`src/rtl/motor_cmd_sched.sv`:
```
// Frame-synchronous MC1/MC2 command scheduler: arbitrates navigation versus
// obstacle avoidance, handles emergency stop, and slew-limits each motor one
// power step per refresh frame with a neutral dwell on direction reversal.
module motor_cmd_sched #(
  parameter int unsigned REFRESH        = 1200000,
  parameter int unsigned NEUTRAL_FRAMES = 2,
  parameter int unsigned OBS_HOLD       = 4
) (
  input  logic       i_clk,
  input  logic       i_rst_n,
  input  logic       i_estop,
  input  logic       i_nav_req,
  input  logic [4:0] i_nav_mc1,
  input  logic [4:0] i_nav_mc2,
  input  logic       i_obs_req,
  input  logic [4:0] i_obs_mc1,
  input  logic [4:0] i_obs_mc2,
  output logic [4:0] o_mc1,
  output logic [4:0] o_mc2,
  output logic       o_grant_nav,
  output logic       o_grant_obs,
  output logic       o_frame,
  output logic       o_at_target
);

  localparam int unsigned CNT_W  = (REFRESH > 1) ? $clog2(REFRESH) : 1;
  localparam int unsigned DW_W   = (NEUTRAL_FRAMES > 0) ? $clog2(NEUTRAL_FRAMES + 1) : 1;
  localparam int unsigned HOLD_W = (OBS_HOLD > 0) ? $clog2(OBS_HOLD + 1) : 1;
  localparam int unsigned RMP_W  = 5 + DW_W + 1;
  localparam logic [4:0]  MC_NEUTRAL = 5'b00001;

  typedef enum logic [1:0] {ST_IDLE, ST_NAV, ST_OBS, ST_STOP} state_t;

  state_t             r_state;
  logic [CNT_W-1:0]   r_cnt;
  logic               r_frame;
  logic [HOLD_W-1:0]  r_hold;
  logic signed [4:0]  r_cur1, r_cur2;
  logic signed [4:0]  r_tgt1, r_tgt2;
  logic [DW_W-1:0]    r_dw1, r_dw2;
  logic               r_neg1, r_neg2;
  logic [4:0]         r_mc1, r_mc2;
  logic               r_grant_nav, r_grant_obs, r_at;

  state_t             w_state_nxt;
  logic [HOLD_W-1:0]  w_hold_nxt;
  logic signed [4:0]  w_tgt1, w_tgt2;
  logic signed [4:0]  w_cur1, w_cur2;
  logic [DW_W-1:0]    w_dw1, w_dw2;
  logic               w_neg1, w_neg2;
  logic               w_at;

  // MC command -> signed speed (-8..+8); 01 and 11 both mean neutral
  function automatic logic signed [4:0] f_dec(input logic [4:0] cmd);
    logic signed [4:0] mag;
    mag = $signed({2'b00, cmd[4:2]}) + 5'sd1;
    case (cmd[1:0])
      2'b00:   return mag;
      2'b10:   return -mag;
      default: return 5'sd0;
    endcase
  endfunction

  // Signed speed -> MC command
  function automatic logic [4:0] f_enc(input logic signed [4:0] s);
    logic [4:0] a;
    if (s == 5'sd0) return MC_NEUTRAL;
    a = s[4] ? 5'(-s) : 5'(s);
    return {3'(a - 5'd1), (s[4] ? 2'b10 : 2'b00)};
  endfunction

  // One frame of slew limiting for a single motor: returns {speed, dwell, last_neg}
  function automatic logic [RMP_W-1:0] f_ramp(input logic signed [4:0] cur,
                                               input logic signed [4:0] tgt,
                                               input logic [DW_W-1:0]   dw,
                                               input logic              neg);
    logic signed [4:0] c;
    logic [DW_W-1:0]   d;
    logic              n;
    c = cur;
    d = dw;
    n = neg;
    if (cur != 5'sd0) begin
      if (tgt > cur)      c = cur + 5'sd1;
      else if (tgt < cur) c = cur - 5'sd1;
      if (c == 5'sd0) begin
        d = DW_W'(NEUTRAL_FRAMES);
        n = cur[4];
      end else begin
        d = '0;
      end
    end else if (tgt != 5'sd0) begin
      // Reversal waits out the dwell; same-direction restart goes at once
      if ((d != '0) && (tgt[4] != neg)) begin
        d = d - DW_W'(1);
      end else begin
        c = tgt[4] ? -5'sd1 : 5'sd1;
        d = '0;
      end
    end else if (d != '0) begin
      d = d - DW_W'(1);
    end
    return {c, d, n};
  endfunction

  // Arbitration decision applied at the next frame boundary
  always_comb begin
    w_state_nxt = r_state;
    w_hold_nxt  = r_hold;
    case (r_state)
      ST_STOP: w_state_nxt = ST_IDLE;
      ST_OBS: begin
        if (i_obs_req) begin
          w_hold_nxt = HOLD_W'(OBS_HOLD);
        end else if (r_hold == '0) begin
          w_state_nxt = i_nav_req ? ST_NAV : ST_IDLE;
        end else begin
          w_hold_nxt = r_hold - HOLD_W'(1);
        end
      end
      default: begin
        if (i_obs_req) begin
          w_state_nxt = ST_OBS;
          w_hold_nxt  = HOLD_W'(OBS_HOLD);
        end else if (i_nav_req) begin
          w_state_nxt = ST_NAV;
        end else begin
          w_state_nxt = ST_IDLE;
        end
      end
    endcase
  end

  // Targets follow the owner selected at this frame
  always_comb begin
    w_tgt1 = 5'sd0;
    w_tgt2 = 5'sd0;
    case (w_state_nxt)
      ST_NAV: begin
        w_tgt1 = f_dec(i_nav_mc1);
        w_tgt2 = f_dec(i_nav_mc2);
      end
      ST_OBS: begin
        w_tgt1 = f_dec(i_obs_mc1);
        w_tgt2 = f_dec(i_obs_mc2);
      end
      default: ;
    endcase
  end

  // Per-motor ramp results and the settled flag they imply
  always_comb begin
    {w_cur1, w_dw1, w_neg1} = f_ramp(r_cur1, w_tgt1, r_dw1, r_neg1);
    {w_cur2, w_dw2, w_neg2} = f_ramp(r_cur2, w_tgt2, r_dw2, r_neg2);
    w_at = (w_cur1 == w_tgt1) && (w_cur2 == w_tgt2) &&
           (w_dw1 == '0) && (w_dw2 == '0);
  end

  // Frame counter, arbiter state and command registers
  always_ff @(posedge i_clk or negedge i_rst_n) begin
    if (!i_rst_n) begin
      r_cnt       <= '0;
      r_frame     <= 1'b0;
      r_state     <= ST_IDLE;
      r_hold      <= '0;
      r_cur1      <= 5'sd0;
      r_cur2      <= 5'sd0;
      r_tgt1      <= 5'sd0;
      r_tgt2      <= 5'sd0;
      r_dw1       <= '0;
      r_dw2       <= '0;
      r_neg1      <= 1'b0;
      r_neg2      <= 1'b0;
      r_mc1       <= MC_NEUTRAL;
      r_mc2       <= MC_NEUTRAL;
      r_grant_nav <= 1'b0;
      r_grant_obs <= 1'b0;
      r_at        <= 1'b1;
    end else begin
      r_cnt   <= (r_cnt == CNT_W'(REFRESH - 1)) ? '0 : r_cnt + CNT_W'(1);
      // Registered so that it is high exactly while the counter sits at REFRESH-1
      r_frame <= (r_cnt == CNT_W'(REFRESH - 2));
      if (i_estop) begin
        r_state     <= ST_STOP;
        r_hold      <= '0;
        r_cur1      <= 5'sd0;
        r_cur2      <= 5'sd0;
        r_tgt1      <= 5'sd0;
        r_tgt2      <= 5'sd0;
        r_dw1       <= '0;
        r_dw2       <= '0;
        r_mc1       <= MC_NEUTRAL;
        r_mc2       <= MC_NEUTRAL;
        r_grant_nav <= 1'b0;
        r_grant_obs <= 1'b0;
        r_at        <= 1'b1;
      end else if (r_frame) begin
        r_state     <= w_state_nxt;
        r_hold      <= w_hold_nxt;
        r_cur1      <= w_cur1;
        r_cur2      <= w_cur2;
        r_tgt1      <= w_tgt1;
        r_tgt2      <= w_tgt2;
        r_dw1       <= w_dw1;
        r_dw2       <= w_dw2;
        r_neg1      <= w_neg1;
        r_neg2      <= w_neg2;
        r_mc1       <= f_enc(w_cur1);
        r_mc2       <= f_enc(w_cur2);
        r_grant_nav <= (w_state_nxt == ST_NAV);
        r_grant_obs <= (w_state_nxt == ST_OBS);
        r_at        <= w_at;
      end
    end
  end

  assign o_mc1       = r_mc1;
  assign o_mc2       = r_mc2;
  assign o_grant_nav = r_grant_nav;
  assign o_grant_obs = r_grant_obs;
  assign o_frame     = r_frame;
  assign o_at_target = r_at;

endmodule
```
`config.mk`:
```
export PLATFORM = sky130hd
export DESIGN_NAME = motor_cmd_sched
export DESIGN_NICKNAME = d
export VERILOG_FILES = /design/src/rtl/motor_cmd_sched.sv
export SDC_FILE = /design/constraint.sdc
export NUM_CORES = 1
export LEC_CHECK = 0
export CAP_MARGIN = 20
export CORE_UTILIZATION = 64
export DETAILED_ROUTE_END_ITERATION = 10
export DONT_BUFFER_PORTS = 1
export GPL_ROUTABILITY_DRIVEN = 0
export GPL_TIMING_DRIVEN = 0
export PLACE_DENSITY = 0.8
export SETUP_SLACK_MARGIN = 0.05
export SYNTH_ARGS = -nofsm -noshare
export SYNTH_HDL_FRONTEND = slang
export SYNTH_SLANG_ARGS = --single-unit
```
`constraint.sdc`:
```
create_clock -name i_clk -period 6.87 [get_ports i_clk]
set_input_delay 1.0305 -clock i_clk [delete_from_list [all_inputs] [get_ports i_clk]]
set_output_delay 1.0305 -clock i_clk [all_outputs]
set_load 0.01 [all_outputs]
```
==> flow_summary_export.csv <==
group,metric,value,unit
die,fp.dieArea,7500,µm²
timing,finClkSkew,0.00447,ns
grt,gr-total-overflow,0,
min_path,min_path_type,"primary input to async pin",
grt,antenna_found_initial,1,
yosys,syn_nets,610,
worst_setup_path,ff2ff_setup_slack,1.84,ns
yosys,synth-edff-count,0,
route,wire_per_inst,15.8,µm
worst_setup_path,crit_fanout,10,
worst_setup_path,slowest_delay,0.40,ns
worst_setup_path,worst_path_max_delay_cell,"dfrtp_1",
cts,cts_sinks,54,
worst_setup_path,r2r_end,"o_mc2[3]",
cts,cts_buffer_depth,2,
yosys,synthesis.area,4580,µm²
timing,maxSlewViolCount,0,
route,final_antenna_net_count,0,
cells_and_area,multiInputGateArea,3000,µm²
worst_setup_path,crit_cells,23,
route,firstDrtPassIters,5,
worst_setup_path,worstPathRequired,7.07,ns
cts,cts_tree,"built",
die,rows,30,
grt,grt_pass1_vias,3749,
cts,postCtsSetupBuffers,0,
cells_and_area,nFillCells,581,
cells_and_area,regArea,1360,µm²
grt,grt_usage,28.5,%
route,totalWireLength,10.4,mm
route,drc,0,
worst_setup_path,cp-end-kind,"flop",
grt,grt_max_degree,55,
yosys,ys_ff_latch,54,
route,routed-via-count,4022,
grt,grt_pass1_wl,16.9,mm
yosys,ys_seq_area_share,29.6,%
cells_and_area,area_growth,4.84,%
yosys,synth_commonest_cells,"77 x nor2_1, 51 x dfrtp_1, 44 x nand2_1, 33 x inv_1, 32 x ha_1",
pwr,p_leak,2.00,nW
yosys,ys_types,80,
cells_and_area,drive_gt1_share,7.49,%
worst_setup_path,crit_start,"r_hold[0]",
worst_setup_path,crit_arrival,5.22,ns
cts,htreeDepth,2,
yosys,ys_warn_count,0,
yosys,synth_area_per_cell,8.28,µm²
placed_design,place_inst,649,
route,avgViaCountPerCell,6.11,
yosys,synthTopCellsByArea,"dfrtp_1 28%, ha_1 8.7%, nor2_1 6.3%, xnor2_1 5.5%, nand2_1 3.6%",
worst_setup_path,startpoint_type,"flop",
worst_setup_path,worstSetupPathType,"flop to flop",
worst_setup_path,worstRegToRegCells,23,
worst_setup_path,r2r_start,"r_hold[0]",
worst_setup_path,crit_top_cell,"ha_1",
timing,tightestPinTransition,0.710,ns
cts,cts_resized,0,
yosys,synthMostInstantiatedCell,"nor2_1",
yosys,synth_top_area_share,27.9,%
die,fp.dieH,86.6,µm
cts,clock_latency,0.31,ns
cells_and_area,fin_cells,658,
route,first_iter_violations,270,
die,core_area,6870,µm²
cts,holdBufCountCts,0,
cts,cts_buffers,5,
pwr,peakVddDrop,0.000131,V
timing,hold_viol,0,
yosys,synth.largest_area_cell,"dfrtp_1",
timing,rsz0062_at_grt,"false",
worst_setup_path,crit_buf_inv,5,
placed_design,port_buffers,0,
timing,relSlewSlack,52.7,%
yosys,syn_inst,553,
yosys,synthArstFlopShare,100,%
cells_and_area,finalNetCount,617,
die,die_w,86.6,µm
timing,setup_viol,0,
timing,period_minus_slack,5.03,ns
run_status,outcome,"finished, final reports clean",
die,io_pins,39,
placed_design,dp_hpwl,7.89,mm
timing,finalSetupTns,0,ns
timing,max_clock_freq,0.199,GHz
yosys,synth_flop_cell,"dfrtp_1",
cts,cts-root-buf,"clkbuf_8",
worst_setup_path,critPathTopFamily,"compound AO/OA/AOI/OAI gates",
cts,cts.clk_slew.worst_paths,0.09,ns
pwr,cellPowerDensity,111,nW/µm²
job,maxCapViolations,0,
timing,fin_crit_sh,73.1,%
die,start_util,66.6,%
worst_setup_path,crit_chain,"inv_1 > ha_1 > nand2b_1 > o21ai_0 > and3b_1 > inv_1 > ha_1 > buf_6 > or2_2 > o22ai_1 > ha_1 > o21ai_1 > a21oi_1 > o21a_1 > buf_4 > mux2_2 > o21a_1 > a211oi_2 > inv_1 > ha_1 > mux2i_1 > xnor2_1 > o21ai_1",
==> stage by stage <==
stage                     setup WS [ns]  power (W)  instance area, µm²  util [%]  hold WS [ns]
after floorplan                    2.27   0.000348                4580         -         0.451
after global placement             1.77   0.000351                4700      68.4         0.469
after detailed placement           1.64   0.000352                4700      68.4         0.479
after CTS                          1.88   0.000540                4800      69.8         0.393
after global routing               1.43   0.000554                4800      69.9         0.381
final                              1.84   0.000535                4800      69.9         0.404
==> cell type report <==
| class | count | share of cell area [%] |
|---|---|---|
| Clock buffer | 6 | 1.72 |
| Tap cell | 96 | 2.50 |
| Sequential cell | 54 | 28.2 |
| Antenna cell | 1 | 0.0521 |
| Buffer | 18 | 1.85 |
| Inverter | 36 | 2.82 |
| Clock inverter | 2 | 0.339 |
| Multi-Input combinational cell | 445 | 62.5 |
==> routing by layer <==
| metal | GRT usage [%] | share of wire [%] | vias to the layer above |
|---|---|---|---|
| met5 | 0 | 0 | - |
| met4 | 6.97 | 1.4 | 0 |
| met3 | 4.19 | 5.5 | 17 |
| met2 | 49.8 | 48 | 106 |
| met1 | 37.3 | 45 | 1921 |
| li1 | - | - | 1978 |
==> power breakdown <==
group                    switching (W)  leakage, nW  internal [W]  total [W]
combinational                0.0000153         1.23     0.0000132  0.0000285
clock                         0.000106       0.0478     0.0000831   0.000189
sequential     0.000000000000000000194        0.719      0.000318   0.000318
total                         0.000121         2.00      0.000414   0.000535
==> cell families after synthesis <==
logic type	after synthesis	share of synthesized area, %
and+or+nand+nor	229	25.1
AOI/OAI and AO/OA	123	19.5
buffers and inverters	54	4.89
DFF	54	29.6
xor gates and xnor gates	46	8.80
adders and majority gates	32	8.75
muxes	15	3.36
==> sequential cells by signal, summed over array words and instances, names as in the netlist <==
name,flops
r_cur2,5
o_at_target,1
o_mc2,4
r_neg2,1
r_hold,3
o_grant_nav,1
r_neg1,1
r_dw2,2
r_dw1,2
o_frame,1
r_state,2
r_cnt,21
o_mc1,4
r_cur1,5
o_grant_obs,1
==> cell usage in the layout (no fill, tap or decap), types with 21 or more instances in the layout <==
cell type  instances
nand3_1           21
ha_1              32
a21oi_1           25
dfrtp_1           51
nor2_1            77
xnor2_1           29
inv_1             33
nand2_1           44
==> worst max path at each step <==
stage                           to  slack (ns)
after floorplan           o_mc2[3]        2.27
after global placement    o_mc2[3]        1.77
after detailed placement  o_mc2[3]        1.64
after CTS                 o_mc2[3]        1.88
after global routing      o_mc2[3]        1.43
final                     o_mc2[3]        1.84
No activity file was read; power rests on OpenSTA's default activity.
